File: config.mk
export PLATFORM = sky130hd
export DESIGN_NAME = scie_arbiter
export DESIGN_NICKNAME = d
export VERILOG_FILES = /design/src/rtl/scie_pkg.sv /design/src/rtl/scie_rr_arb2.sv /design/src/rtl/scie_arbiter.sv
export SDC_FILE = /design/constraint.sdc
export NUM_CORES = 1
export LEC_CHECK = 0
export ABC_AREA = 0
export CAP_MARGIN = 10
export CORE_ASPECT_RATIO = 0.5
export CORE_UTILIZATION = 38
export DETAILED_ROUTE_END_ITERATION = 7
export PLACE_DENSITY = 0.82
export SYNTH_ARGS = -nofsm -noshare
export SYNTH_HDL_FRONTEND = slang
export SYNTH_SLANG_ARGS = --single-unit
File: constraint.sdc
create_clock -name clock -period 1.9 [get_ports clock]
set_clock_uncertainty 0.2 [all_clocks]
set_input_delay 0.19 -clock clock [delete_from_list [all_inputs] [get_ports clock]]
set_output_delay 0.19 -clock clock [all_outputs]
set_load 0.01 [all_outputs]
File: src/rtl/scie_pkg.sv
// Shared types and constants for the SCIE request arbiter.
// Optional opcode check is enabled by SCIE_ARB_OPCODE_CHECK_EN.
package scie_pkg;

    localparam int         XLEN_DEF    = 32;
    localparam logic [6:0] SCIE_OPCODE = 7'h7B;

    typedef enum logic [1:0] {
        ST_IDLE,
        ST_EXEC,
        ST_RESP
    } state_e;

    function automatic logic is_scie(input logic [31:0] insn);
        return insn[6:0] == SCIE_OPCODE;
    endfunction

endpackage

File: src/rtl/scie_rr_arb2.sv
// Two-way round-robin grant: a lone request always wins,
// a tie is broken by the pointer.
module scie_rr_arb2
    import scie_pkg::*;
(
    input  logic [1:0] i_req,
    input  logic       i_ptr,
    output logic [1:0] o_gnt
);

    always_comb begin
        o_gnt = 2'b00;
        case (i_req)
            2'b11:   o_gnt = i_ptr ? 2'b10 : 2'b01;
            default: o_gnt = i_req;
        endcase
    end

endmodule

File: src/rtl/scie_arbiter.sv
// Shares one SCIE datapath between two requesters (IDLE/EXEC/RESP).
// Define SCIE_ARB_OPCODE_CHECK_EN to reject non custom-3 opcodes.
module scie_arbiter
    import scie_pkg::*;
#(
    parameter int XLEN    = XLEN_DEF,
    parameter int LATENCY = 0
) (
    input  logic              clock,
    input  logic              reset,
    input  logic [1:0]        io_req_valid,
    output logic [1:0]        io_req_ready,
    input  logic [63:0]       io_req_insn,
    input  logic [2*XLEN-1:0] io_req_rs1,
    input  logic [2*XLEN-1:0] io_req_rs2,
    output logic [1:0]        io_resp_valid,
    input  logic [1:0]        io_resp_ready,
    output logic [XLEN-1:0]   io_resp_rd,
    output logic              io_resp_illegal,
    output logic [31:0]       io_scie_insn,
    output logic [XLEN-1:0]   io_scie_rs1,
    output logic [XLEN-1:0]   io_scie_rs2,
    input  logic [XLEN-1:0]   io_scie_rd
);

    localparam int CW = (LATENCY > 0) ? $clog2(LATENCY + 1) : 1;

    state_e          r_state;
    state_e          w_next;
    logic            r_ptr;
    logic            r_idx;
    logic [31:0]     r_insn;
    logic [XLEN-1:0] r_rs1;
    logic [XLEN-1:0] r_rs2;
    logic [XLEN-1:0] r_rd;
    logic [CW-1:0]   r_cnt;

    logic [1:0]      w_gnt;
    logic            w_sel;
    logic            w_accept;
    logic            w_done;
    logic            w_cnt_zero;
    logic            w_legal;
    logic [31:0]     w_insn;
    logic [XLEN-1:0] w_rs1;
    logic [XLEN-1:0] w_rs2;

    scie_rr_arb2 u_arb (
        .i_req (io_req_valid),
        .i_ptr (r_ptr),
        .o_gnt (w_gnt)
    );

    assign w_sel      = w_gnt[1];
    assign w_insn     = w_sel ? io_req_insn[63:32] : io_req_insn[31:0];
    assign w_rs1      = w_sel ? io_req_rs1[2*XLEN-1:XLEN] : io_req_rs1[XLEN-1:0];
    assign w_rs2      = w_sel ? io_req_rs2[2*XLEN-1:XLEN] : io_req_rs2[XLEN-1:0];
    assign w_accept   = (r_state == ST_IDLE) && (|io_req_valid);
    assign w_done     = (r_state == ST_RESP) && io_resp_ready[r_idx];
    assign w_cnt_zero = (r_cnt == '0);

`ifdef SCIE_ARB_OPCODE_CHECK_EN
    logic r_illegal;

    assign w_legal         = is_scie(w_insn);
    assign io_resp_illegal = r_illegal;

    always_ff @(posedge clock) begin
        if (reset) begin
            r_illegal <= 1'b0;
        end else if (w_accept) begin
            r_illegal <= ~w_legal;
        end
    end
`else
    assign w_legal         = 1'b1;
    assign io_resp_illegal = 1'b0;
`endif

    always_ff @(posedge clock) begin
        if (reset) begin
            r_state <= ST_IDLE;
        end else begin
            r_state <= w_next;
        end
    end

    always_comb begin
        w_next        = r_state;
        io_req_ready  = 2'b00;
        io_resp_valid = 2'b00;
        case (r_state)
            ST_IDLE: begin
                io_req_ready = reset ? 2'b00 : w_gnt;
                if (w_accept) begin
                    w_next = w_legal ? ST_EXEC : ST_RESP;
                end
            end
            ST_EXEC: begin
                if (w_cnt_zero) begin
                    w_next = ST_RESP;
                end
            end
            ST_RESP: begin
                if (!reset) begin
                    io_resp_valid = r_idx ? 2'b10 : 2'b01;
                end
                if (w_done) begin
                    w_next = ST_IDLE;
                end
            end
            default: w_next = ST_IDLE;
        endcase
    end

    // Rejected opcodes never reach the datapath, so insn stays 0.
    always_ff @(posedge clock) begin
        if (reset) begin
            r_ptr  <= 1'b0;
            r_idx  <= 1'b0;
            r_insn <= '0;
            r_rs1  <= '0;
            r_rs2  <= '0;
            r_rd   <= '0;
            r_cnt  <= '0;
        end else begin
            if (w_accept) begin
                r_idx  <= w_sel;
                r_insn <= w_legal ? w_insn : 32'h0;
                r_rs1  <= w_rs1;
                r_rs2  <= w_rs2;
                r_rd   <= '0;
                r_cnt  <= CW'(LATENCY);
            end
            if (r_state == ST_EXEC) begin
                if (w_cnt_zero) begin
                    r_rd <= io_scie_rd;
                end else begin
                    r_cnt <= r_cnt - 1'b1;
                end
            end
            if (w_done) begin
                r_ptr <= ~r_idx;
            end
        end
    end

    assign io_scie_insn = r_insn;
    assign io_scie_rs1  = r_rs1;
    assign io_scie_rs2  = r_rs2;
    assign io_resp_rd   = r_rd;

endmodule

After elaboration in Yosys (flattened, before gate mapping)
Index checks and enable logic that the tools add are counted.

storage, ports and cells
  bits in registers = 133
  output and inout bits = 133
  logic and storage cells = 44

cells by class
  add/sub/neg operators = 1
  $lt $le $gt $ge = 1
  eq/ne operators = 6
  mux-type cells = 22
  bitwise operators = 1
  reduce and logical (&&, ||, !) cells = 5

operators with widths
  cell                   number
  $mux W32               6
  $mux W2                10
  $ne A2 B2 Y1 const B   3
  $pmux W2 S3            1
  $mux W1                5
  $eq A2 B2 Y1 const B   2
  $reduce_and A3 Y1      1
  $eq A2 B1 Y1 const B   1
  $logic_and A1 B1 Y1    2
  $logic_not A2 Y1       1
  $lt A1 B2 Y1 const B   1
  $reduce_or A2 Y1       1
  $not A1 Y1             1
  $sub A1 B1 Y1 const B  1

Depth between registers and ports, before layout
  depth after elaboration = 5
  mapped depth = 6
  depth with buffers taken out = 3

By module
A second synthesis with hierarchy kept.

unflattened totals
  cell total of the unflattened synthesis = 546
  area total of the unflattened synthesis = 5779.3 um2

modules (own cells, without submodules)
  module        instances  cells each  area each (um2)
  scie_arbiter  1          543         5760.5
  scie_rr_arb2  1          3           18.8

Worst setup path before layout
Ideal clock, no wire load.

  kind = register to output
  start point = reg r_state[1]
  end point = out io_req_ready[0]
  arrival time = 1.293 ns
  setup slack = 0.217 ns
  stages on the path, launching flop included = 3
  buffers on the path = 0
  path through = dfxtp_1 or2_4 a2111oi_0

between the ends
  longest elaborated chain between the ends = 2

ends and longest elaborated chain
  item                      line                text
  start: declaration        scie_arbiter.sv:28  state_e r_state;
  start signal: assignment  scie_arbiter.sv:84  r_state <= w_next;
  $logic_not A2 Y1          scie_arbiter.sv:92  case (r_state)
  $mux W2                   scie_arbiter.sv:92
  end: declaration          scie_arbiter.sv:12  output logic [1:0] io_req_ready,

No other way between the ends.

Worst setup path after layout
Ends and elaborated chain as after synthesis.

==> flow_summary.toml <==
[clock_network]
cts_buffer_depth = 2
clkSinkCount = 133
cts_max_level = 4
cts_tree = "done"
cts_setup_buffers = 0
clockRootBuffer = "clkbuf_16"
holdBufCountCts = 0
numCtsBuffers = 17
clk_latency_ns = 0.40
clk_pin_slew_ns = 0.07

[worst_setup_path]
required_ns = 1.51
cp-end-kind = "output port"
critPathKind = "reg -> out"
startpoint_type = "flip-flop"
worstSetupStartpoint = "r_state[1]$_SDFFE_PP0P_"
reg2reg_from = "r_state[0]$_SDFFE_PP0P_"
critPathMaxFanout = 4
worstPathArrival_ns = 1.45

[yosys]
synth_seq_cells = 133
syn_inst = 676
syn_nets = 906
ys_warn_count = 0
synth_top_cell_by_area = "dfxtp_1"
synth.avg_cell_area_sq_um = 8.90
ys.flop_type = "dfxtp_1"
async_flop_share = 0
syn_area_sq_um = 6020
synth_top_area_share = 0.443
yosys-top-cells-count = "dfxtp_1 (133), a21oi_1 (99), nand3_1 (97), o21ai_0 (94), a311oi_1 (87)"
synth.distinct_cells = 34
yosysMostFrequentCell = "dfxtp_1"
synth_area_leaders = "dfxtp_1 (44%), a311oi_1 (13%), a21oi_1 (8.2%), nand3_1 (8.1%), o21ai_0 (7.8%)"
ys_seq_area_frac = 0.443
synth-edff-count = 0

[routing]
wl_per_cell_um = 19.9
avgViaCountPerCell = 5.88
drt_iter0_drc = 704
route.detailed.drc = 9
antenna_left = 0
drt-pass1-iter-count = 7
vias = 7165
drt-total-wl_um = 24300

[timing]
tightestPinTransition_ns = 0.533
rsz0062_at_grt = "no"
hold_viol = 0
clock.fmax_mhz = 543
drv_slew = 0
finalCritPeriodShare = 0.969
setup_viol = 0
maxSlewHeadroom = 0.645
period_needed_ns = 1.84

[global_route]
grt_pass1_vias = 6969
antenna_found_initial = 0
overflow = 0
grt_usage = 0.281
grt_max_degree = 97
grt_first_pass_wirelength_um = 37000

[cells_and_area]
insertedDiodeCount = 0
multi_input_area_sq_um = 2920
fill_cells = 1189
finalNonFillerCells = 1218
regArea_sq_um = 2660
drive_gt1_frac = 0.0966
syn2layout_area_growth_pct = 74.5
layout.nets = 1231

[die]
initial_utilization = 0.389
core_area_sq_um = 15500
fp.dieW_um = 180
rows = 32
num_io_pins = 363
die_y_um = 91.0
dieArea_sq_um = 16400

[pwr]
power_density_nw_per_um2 = 851
switching_share = 0.307
ir_drop_mv = 0.695
total_power_mw = 8.93
p_leak_nw = 3.68
combPwrFrac = 0.279
p_clk_frac = 0.356
p_int_mw = 6.19
netSwitchingPower_mw = 2.75
seqPwrFrac = 0.365

[place]
dpl.hpwl_um = 16300
io_buffers = 361
placedCellCount = 1185
place_congestion = 0.835

[worst_hold_path]
worstHoldPathType = "in -> reg"
min_from = "reset"

[outcome]
status = "finished, violations left"
violations = "DRC"

[job]
maxCapViolCount = 0
[power groups by stage]
stage / registers [mW] / logic [mW] / clock network (mW)
2_1_floorplan: 3.43 / 0.911 / 0
3_3_place_gp: 3.30 / 2.39 / 0
3_5_place_dp: 3.31 / 2.44 / 0
4_1_cts: 3.25 / 2.45 / 3.23
5_1_grt: 3.29 / 2.65 / 3.35
6_report: 3.26 / 2.50 / 3.18
[through the flow]
step                 util  TNS (ns)  instance area [sq um]  worst slack (ns)  hold WS [ns]
floorplan               -         0                   6020             0.217         0.115
global placement    0.640     -3.74                   9890            -0.419         0.260
detailed placement  0.640     -3.88                   9890            -0.406         0.265
CTS                 0.677         0                  10500           0.00417        0.0527
global route        0.679         0                  10500           0.00394        0.0872
finish              0.679         0                  10500            0.0583        0.0781
[cells by family (layout without fill, tap and decap cells)]
logic type             after synthesis  after routing  share of synthesized area
other                                1              1                   0.000623
DFF                                133            133                      0.443
AOI/OAI and AO/OA                  329            329                      0.367
buffers and inverters               94            432                     0.0830
and+or+nand+nor                    119            119                      0.107
[repair_timing]
item,in CTS,in global routing
gates cloned,0,1
pin swaps,1,3
hold endpoints to repair,0,0
resized for setup,23,3
setup endpoints to repair,4,4
[cell usage in the layout, fill, tap and decap left out, types with 2 or more instances in the layout]
cell             instances
buf_4                   21
buf_2                    4
clkinvlp_4               2
dfxtp_1                133
a22o_1                  32
clkdlybuf4s50_1        355
nor2b_1                  4
or2_4                    2
a311oi_2                 9
nand2b_4                 2
inv_8                    4
inv_6                    5
nor2_4                   2
buf_12                  17
clkinv_4                 3
nand3_1                 97
clkbuf_16               18
a21oi_1                 99
a311oi_1                87
nor2_1                   3
o21ai_0                 94
o21ai_1                  3
[final timing paths]
| path | endpoint | slack (ns) | cells after the start |
|---|---|---|---|
| setup / recovery | io_req_ready[0] | 0.06 | 3 |
| hold / removal | io_scie_insn[29]$_SDFFE_PP0P_ | 0.08 | 3 |
| hold reg to reg | io_resp_rd[10]$_SDFF_PP0_ | 0.28 | 1 |
| setup reg to reg | io_resp_rd[30]$_SDFF_PP0_ | 0.08 | 6 |
[cell type report]
cell class	instances	area share
Inverter	2	0.000715
Timing Repair Buffer	398	0.390
Clock inverter	15	0.0129
Multi-Input combinational cell	449	0.278
Tap cell	204	0.0243
Sequential cell	133	0.254
Clock buffer	17	0.0405
[state kept, by name, summed over array words and instances, names as in the netlist]
register / cells
io_resp_rd: 32
r_state: 2
io_scie_insn: 32
r_idx: 1
r_cnt: 1
r_ptr: 1
io_scie_rs2: 32
io_scie_rs1: 32
[layer usage]
layer	up-vias	wire [um]	GRT usage
met1	3435	9760	0.334
li1	3285	-	-
met2	359	11800	0.476
met5	-	0	0
met3	86	1810	0.0698
met4	0	968	0.140
[critical path, cell delays in order, from the launching register on]
cell,delay [ns]
dfxtp_1,0.31
or2_4,0.30
a2111oi_4,0.24
buf_2,0.20
No activity file was read; power rests on OpenSTA's default activity.
